[src/rtl/corevx_ptw_pkg.sv]
// corevx_ptw_pkg: Sv32 PTE field positions, walker states and address helper.
package corevx_ptw_pkg;
    typedef enum int {
        PTE_V = 0, PTE_R = 1, PTE_W = 2, PTE_X = 3,
        PTE_U = 4, PTE_G = 5, PTE_A = 6, PTE_D = 7
    } pte_bit_t;

    localparam int PPN1_LSB = 20;
    localparam int PPN0_LSB = 10;

    typedef enum logic [1:0] {IDLE, READ, WAIT_DATA, DONE} state_t;

    function automatic logic [33:0] pte_addr(input logic [21:0] ppn, input logic [9:0] idx);
        return {ppn, 12'b0} + {22'b0, idx, 2'b00};
    endfunction
endpackage

[src/rtl/corevx_ptw_pte_check.sv]
// corevx_ptw_pte_check: classifies a fetched PTE as leaf/pointer and flags page faults.
module corevx_ptw_pte_check
    import corevx_ptw_pkg::*;
(
    input  logic [3:0] flags,
    input  logic [9:0] ppn0,
    input  logic       level,
    output logic       leaf,
    output logic       pagefault,
    output logic       misaligned
);
    logic invalid;

    assign invalid    = !flags[PTE_V] || (!flags[PTE_R] && flags[PTE_W]);
    assign leaf       = flags[PTE_R] || flags[PTE_X];
    assign misaligned = leaf && level && ppn0 != '0;
    // a pointer found at level 0 has nowhere left to go
    assign pagefault  = invalid || misaligned || (!leaf && !level);
endmodule

[src/rtl/corevx_ptw.sv]
// corevx_ptw: Sv32 page table walker reading up to two PTEs over a pipelined read port.
module corevx_ptw
    import corevx_ptw_pkg::*;
(
    input  logic        clk,
    input  logic        rst_n,
    input  logic        resolve_request,
    input  logic [19:0] resolve_virtual_address,
    input  logic [21:0] satp_ppn,
    output logic        resolve_done,
    output logic        resolve_pagefault,
    output logic        resolve_accessfault,
    output logic [21:0] resolve_physical_address,
    output logic [7:0]  resolve_access_bits,
    output logic        mem_read,
    output logic [33:0] mem_address,
    input  logic        mem_waitrequest,
    input  logic        mem_readdatavalid,
    input  logic [31:0] mem_readdata,
    input  logic        mem_error
);
    state_t      state;
    logic        level;
    logic [19:0] vpn;
    logic        leaf, pagefault, misaligned, ok;
    logic        unused_bits;

    // RSW bits carry no meaning for the walker; misaligned is folded into pagefault
    assign unused_bits = ^{mem_readdata[9:8], misaligned};
    assign ok = !mem_error && !pagefault;

    corevx_ptw_pte_check u_pte_check (
        .flags      (mem_readdata[3:0]),
        .ppn0       (mem_readdata[PPN1_LSB-1:PPN0_LSB]),
        .level      (level),
        .leaf       (leaf),
        .pagefault  (pagefault),
        .misaligned (misaligned)
    );

    always_ff @(posedge clk or negedge rst_n) begin
        if (!rst_n) begin
            state                    <= IDLE;
            level                    <= 1'b1;
            vpn                      <= '0;
            mem_read                 <= 1'b0;
            mem_address              <= '0;
            resolve_done             <= 1'b0;
            resolve_pagefault        <= 1'b0;
            resolve_accessfault      <= 1'b0;
            resolve_physical_address <= '0;
            resolve_access_bits      <= '0;
        end else begin
            case (state)
                IDLE: if (resolve_request) begin
                    vpn         <= resolve_virtual_address;
                    level       <= 1'b1;
                    mem_read    <= 1'b1;
                    mem_address <= pte_addr(satp_ppn, resolve_virtual_address[19:10]);
                    state       <= READ;
                end
                READ: if (!mem_waitrequest) begin
                    mem_read <= 1'b0;
                    state    <= WAIT_DATA;
                end
                WAIT_DATA: if (mem_readdatavalid) begin
                    if (ok && !leaf) begin
                        level       <= 1'b0;
                        mem_read    <= 1'b1;
                        mem_address <= pte_addr(mem_readdata[31:PPN0_LSB], vpn[9:0]);
                        state       <= READ;
                    end else begin
                        resolve_done             <= 1'b1;
                        resolve_accessfault      <= mem_error;
                        resolve_pagefault        <= !mem_error && pagefault;
                        resolve_physical_address <= !ok ? '0 : level ? {mem_readdata[31:PPN1_LSB], vpn[9:0]}
                                                                     : mem_readdata[31:PPN0_LSB];
                        resolve_access_bits      <= ok ? mem_readdata[PTE_D:PTE_V] : '0;
                        state                    <= DONE;
                    end
                end
                default: begin
                    resolve_done <= 1'b0;
                    state        <= IDLE;
                end
            endcase
        end
    end
endmodule

[config.mk]
export PLATFORM = sky130hd
export DESIGN_NAME = corevx_ptw
export DESIGN_NICKNAME = d
export VERILOG_FILES = /design/src/rtl/corevx_ptw_pkg.sv /design/src/rtl/corevx_ptw_pte_check.sv /design/src/rtl/corevx_ptw.sv
export SDC_FILE = /design/constraint.sdc
export NUM_CORES = 1
export LEC_CHECK = 0
export ABC_AREA = 0
export ABC_CLOCK_PERIOD_IN_PS = 5850
export CAP_MARGIN = 20
export CORE_AREA = 3 3 94 96
export CTS_CLUSTER_DIAMETER = 50
export DETAILED_ROUTE_END_ITERATION = 10
export DIE_AREA = 0 0 97 99
export PLACE_DENSITY = 0.84
export SKIP_CTS_REPAIR_TIMING = 1
export SLEW_MARGIN = 10
export SYNTH_ARGS = -nofsm -noshare
export SYNTH_HDL_FRONTEND = slang
export SYNTH_HIERARCHICAL = 1
export SYNTH_SLANG_ARGS = --single-unit
[constraint.sdc]
create_clock -name clk -period 5.85 [get_ports clk]
set_input_delay 0.585 -clock clk [delete_from_list [all_inputs] [get_ports clk]]
set_output_delay 0.585 -clock clk [all_outputs]
set_load 0.005 [all_outputs]
# Yosys cells after proc, flatten, opt, wreduce, memory -nomap -nowiden
# Cells that the tools add are included.
dict set report word_totals {
  reg_bits 81
  inputBits 80
  output_inout_bits 68
}
dict set report classes {
  add_sub_neg 2
  eq_ne 7
  mux 23
  bitwise_logic 2
  n_reduce_logical 28
}
# cell n
set ops {}
lappend ops {{34-bit two-way mux} 3}
lappend ops {{34-bit by 12-bit adder with 34-bit output} 2}
lappend ops {{34-bit case mux with 2 select lines} 1}
lappend ops {{22-bit two-way mux} 1}
lappend ops {{10-bit two-way mux} 1}
lappend ops {{2-bit inequality test (second input constant)} 5}
lappend ops {{10-bit nonzero test} 1}
lappend ops {{3-bit AND reduction} 3}
lappend ops {{1-bit two-way mux} 8}
lappend ops {{2-bit two-way mux} 4}
lappend ops {{8-bit two-way mux} 1}
lappend ops {{1-bit logical AND} 7}
lappend ops {{1-bit logical NOT} 6}
lappend ops {{2-bit case mux with 3 select lines} 1}
lappend ops {{5-bit AND reduction} 1}
lappend ops {{1-bit logical OR} 4}
lappend ops {{1-bit case mux with 2 select lines} 2}
lappend ops {{4-bit AND reduction} 1}
lappend ops {{1-bit case mux with 3 select lines} 1}
lappend ops {{3-bit nonzero test} 1}
lappend ops {{2-bit by 1-bit equality test with 1-bit output (second input constant)} 1}
lappend ops {{2-bit equality test (second input constant)} 1}
lappend ops {{2-bit logical NOT} 1}
lappend ops {{1-bit NOT} 2}
lappend ops {{other kinds (3)} 3}

# Longest topological paths before layout
dict set report depth {
  ltp_word 11
  mapped_depth 7
  ltp_nobuf 6
}

# By module
# Netlist, hierarchy kept.
# module n_inst cells_per_inst area_per_inst_um2
set by_module_without_submodules {}
lappend by_module_without_submodules {corevx_ptw 1 289 3708.6}
lappend by_module_without_submodules {corevx_ptw_pte_check 1 9 65.1}

# Worst setup path before layout
# Ideal clock, no wire load.
dict set report synth_timing {
  kind {in2reg}
  from {input port mem_readdata[17]}
  to {register mem_address[10]}
  setup_ns 0.125
  arrival_ns 2.489
  path_slack_ns 3.236
  stages 7
  n_path_buf 1
  cell_sequence {nor4_2 -> a31oi_1 -> nand3b_1 -> or3_4 -> a221oi_4 -> buf_6 -> mux2_2}
}
dict set report synth_via {
  elab_chain_cells 9
}
# item line
set synth_lines {}
lappend synth_lines {{start, declared} corevx_ptw.sv:19} ;# input logic [31:0] mem_readdata,
lappend synth_lines {{10-bit nonzero test} corevx_ptw_pte_check.sv:16} ;# assign misaligned = leaf && level && ppn0 != '0;
lappend synth_lines {{1-bit logical AND} corevx_ptw_pte_check.sv:16}
lappend synth_lines {{via misaligned} corevx_ptw.sv:25} ;# logic leaf, pagefault, misaligned, ok;
lappend synth_lines {{1-bit logical OR (2 in a row)} corevx_ptw_pte_check.sv:18} ;# assign pagefault = invalid || misaligned || (!leaf && !level);
lappend synth_lines {{via pagefault} corevx_ptw.sv:25}
lappend synth_lines {{1-bit logical NOT} corevx_ptw.sv:30} ;# assign ok = !mem_error && !pagefault;
lappend synth_lines {{1-bit logical AND} corevx_ptw.sv:30}
lappend synth_lines {{1-bit logical AND} corevx_ptw.sv:67} ;# if (ok && !leaf) begin
lappend synth_lines {{2-bit inequality test (no line)} --}
lappend synth_lines {{4-bit AND reduction (no line)} --}
lappend synth_lines {{end signal, assigned} corevx_ptw.sv:59} ;# mem_address <= pte_addr(satp_ppn, resolve_virtual_address[19:10]);
lappend synth_lines {{end signal, assigned} corevx_ptw.sv:70} ;# mem_address <= pte_addr(mem_readdata[31:PPN0_LSB], vpn[9:0]);
lappend synth_lines {{end, declared} corevx_ptw.sv:16} ;# output logic [33:0] mem_address,
# The timed path passes the listed nets, and every way through them passes these cells.
# A chain may end at the register's enable or synchronous reset.

# Final worst setup path
dict set report layout_timing {
  from {input port mem_readdata[17]}
  to {register mem_address[11]}
}
# The elaborated chain is that of the path after synthesis.

==> flow_metrics.py <==
metrics = {
    "outcome": {
        "status": "complete, no violations",
    },
    "synth": {
        "synth_fa_ha_area_share_pct": 0,
        "synth_top_family_by_area": "multiplexers",
        "synth_area_per_cell_um2": 12.66,
        "yosysTopAreaCell": "dfrtp_1",
        "ys_types": 31,
        "synth_area_mm2": 0.003774,
        "ys_seq_area_share_pct": 52.42,
        "synth_xor_area_share_pct": 0,
        "synth-simple-area-share_pct": 6.200,
        "netlist_top_cells_area": "dfrtp_1 52%, mux2_2 26%, mux2i_1 8.0%",
        "synth_cells": 298,
        "yosys_warnings": 6,
        "synth_top_area_share_pct": 51.72,
        "synth_compound_area_share_pct": 2.586,
        "ys_seq_elements": 79,
        "synthMuxAreaShare_pct": 33.62,
    },
    "die": {
        "core-area_mm2": 0.008134,
        "die_area_mm2": 0.009603,
        "dieHeight_um": 99,
        "io_pins": 148,
        "die_w_um": 97,
        "rows": 33,
        "initial_core_util_pct": 46.39,
    },
    "clocking": {
        "ctsRootBufferMaster": "clkbuf_8",
        "htree_levels": 3,
        "clockBufferDepth": 2,
        "cts_sinks": 79,
        "cts_tree": "built",
        "cts_buffers": 9,
        "clk_pin_slew_ns": 0.08,
        "clk-insertion-delay-late_ns": 0.35,
    },
    "placement": {
        "io_buffers": 143,
        "dp_hpwl_um": 6630,
        "gp_congestion": 0.7956,
        "dp_slack_ns": 2.052,
    },
    "sta": {
        "slew_headroom_pct": 34.06,
        "slew_violations": 0,
        "fin_setup_tns_ns": 0,
        "setup_slack_ns": 2.437,
        "setup_viol": 0,
        "finalCritPeriodShare_pct": 58.34,
        "finalCriticalPeriod_ns": 3.413,
        "finClkSkew_ns": 0.008540,
        "final_hold_viol_count": 0,
        "max_freq_ghz": 0.2930,
        "worst_pin_slew_ns": 0.9891,
        "rsz0062_at_grt": "false",
    },
    "job": {
        "maxCapViolations": 0,
    },
    "setup_path": {
        "crit_path_end_kind": "flop",
        "crit_fanout": 26,
        "path_cells": "clkdlybuf4s50_1 > nor4_2 > a31oi_1 > nand3b_1 > or3_4 > a221oi_4 > buf_4 > mux2_2",
        "worstPathBufferInverterCount": 2,
        "cp-start-kind": "input port",
        "cp-endpoint": "mem_address[11]",
        "r2r-end": "mem_address[11]",
        "r2r_setup_slack_ns": 2.76,
        "crit_type": "input port to flop",
        "slowest_delay_ns": 0.51,
        "crit_required_ns": 6.08,
        "critPathSlowestCell": "a221oi_4",
        "startpoint": "mem_readdata[17]",
        "r2r-start": "level",
        "r2r_cells": 7,
        "cp.depth": 8,
        "critPathTopFamily": "simple AND/OR/NAND/NOR gates",
        "critPathArrivalTime_ns": 3.64,
    },
    "routing": {
        "antenna_left": 0,
        "totalWireLength_um": 9258,
        "num_vias": 2793,
        "vias_per_cell": 5.087,
        "drc_errors": 0,
        "dr.pass1.iters": 4,
        "dr.first_iter.drc_count": 41,
        "route.detailed.wl_per_inst_um": 16.86,
    },
    "power_and_ir_drop": {
        "vdd_drop_max_mv": 0.2341,
        "leakage_nw": 2.394,
        "powerDensity_mw_per_mm2": 463.0,
    },
    "cells_and_area": {
        "antenna_cells": 0,
        "area_growth_pct": 45.72,
        "layout-drive-gt1-share_pct": 26.13,
        "final_core_util_pct": 67.61,
        "nets": 519,
        "final_cell_mix": "142 x clkdlybuf4s50_1, 86 x mux2_2, 78 x dfrtp_1",
        "final_common_cell": "clkdlybuf4s50_1",
    },
    "worst_hold_path": {
        "hold_path.class": "input port to async pin",
    },
    "global_route": {
        "grt_usage_pct": 19.75,
        "grt_pass1_wl_um": 15240,
        "grt_antenna_before_repair": 0,
        "overflow": 0,
        "grt_pass1_vias": 3103,
        "grt_max_degree": 80,
    },
}
[registers in the layout, indices dropped and copies added (netlist names)]
signal / cells
state: 2
level: 1
resolve_accessfault: 1
mem_read: 1
resolve_physical_address: 22
resolve_access_bits: 8
vpn: 10
resolve_done: 1
mem_address: 32
resolve_pagefault: 1
[kinds of logic (layout without fill, tap and decap cells)]
logic type | Yosys count | in the layout
and+or+nand+nor | 49 | 49
buffers and inverters | 41 | 186
DFF | 79 | 79
other | 1 | 2
AOI/OAI and AO/OA | 12 | 12
muxes | 116 | 116
[area by class of cell]
class                           instances  area (um2)
Clock inverter                          5       57.56
Fill cell                             605        2635
Multi-Input combinational cell        179        1620
Sequential cell                        79        1978
Timing Repair Buffer                  147        1484
Inverter                               23       86.33
Tap cell                              105       131.4
Clock buffer                           11       141.4
[synth_stat cells]
library cell / number
o22ai_1: 1
mux2_2: 86
or2_2: 2
nor4_2: 2
a221oi_4: 1
mux2i_1: 30
a32oi_1: 1
nor2_2: 1
nor3_1: 1
buf_2: 6
nor2b_1: 2
inv_1: 23
conb_1: 1
nand2_1: 22
buf_4: 2
o21bai_1: 1
nand3_1: 2
nand2b_1: 2
a21o_1: 1
o21ai_0: 3
nor2_1: 13
a21oi_1: 1
dfrtp_1: 78
o2bb2ai_1: 1
clkbuf_1: 5
dfstp_2: 1
a31oi_1: 2
buf_6: 3
or3_4: 1
nand3b_1: 1
buf_1: 2
[how the worst min path moves through the flow]
stage	from	to	slack [ns]	depth (start not counted)
after floorplan	rst_n	mem_address[10]	0.29	0
after global placement	resolve_physical_address[3]	resolve_physical_address[3]	0.49	1
after detailed placement	mem_address[22]	mem_address[22]	0.50	1
after CTS	rst_n	mem_address[13]	0.43	1
after global routing	rst_n	mem_address[13]	0.46	1
final	rst_n	mem_address[13]	0.39	1
[layer usage]
layer	global-route usage [%]	routed length [um]	up-vias	share of wire, %
met5	0	0	-	0
met4	4.536	81	0	0.87
met3	8.563	883	7	9.5
met2	34.61	4574	108	49
li1	-	-	1294	-
met1	22.40	3719	1384	40
[where the power goes]
part           switching (W)  internal, W  total, W
clock network       0.000199     0.000208  0.000407
registers           0.000172     0.000806  0.000979
logic               0.000391     0.000769   0.00116
total               0.000763      0.00178   0.00255
[through the flow]
stage	total power (W)	cell area [um2]	hold slack (ns)	std cells
after floorplan	0.001543	3777	0.2894	299
after global placement	0.002110	5260	0.4875	531
after detailed placement	0.002152	5260	0.4960	531
after CTS	0.002565	5459	0.4347	547
after global routing	0.002708	5499	0.4629	549
final	0.002546	5499	0.3879	549
(Power assumes the default switching activity.)
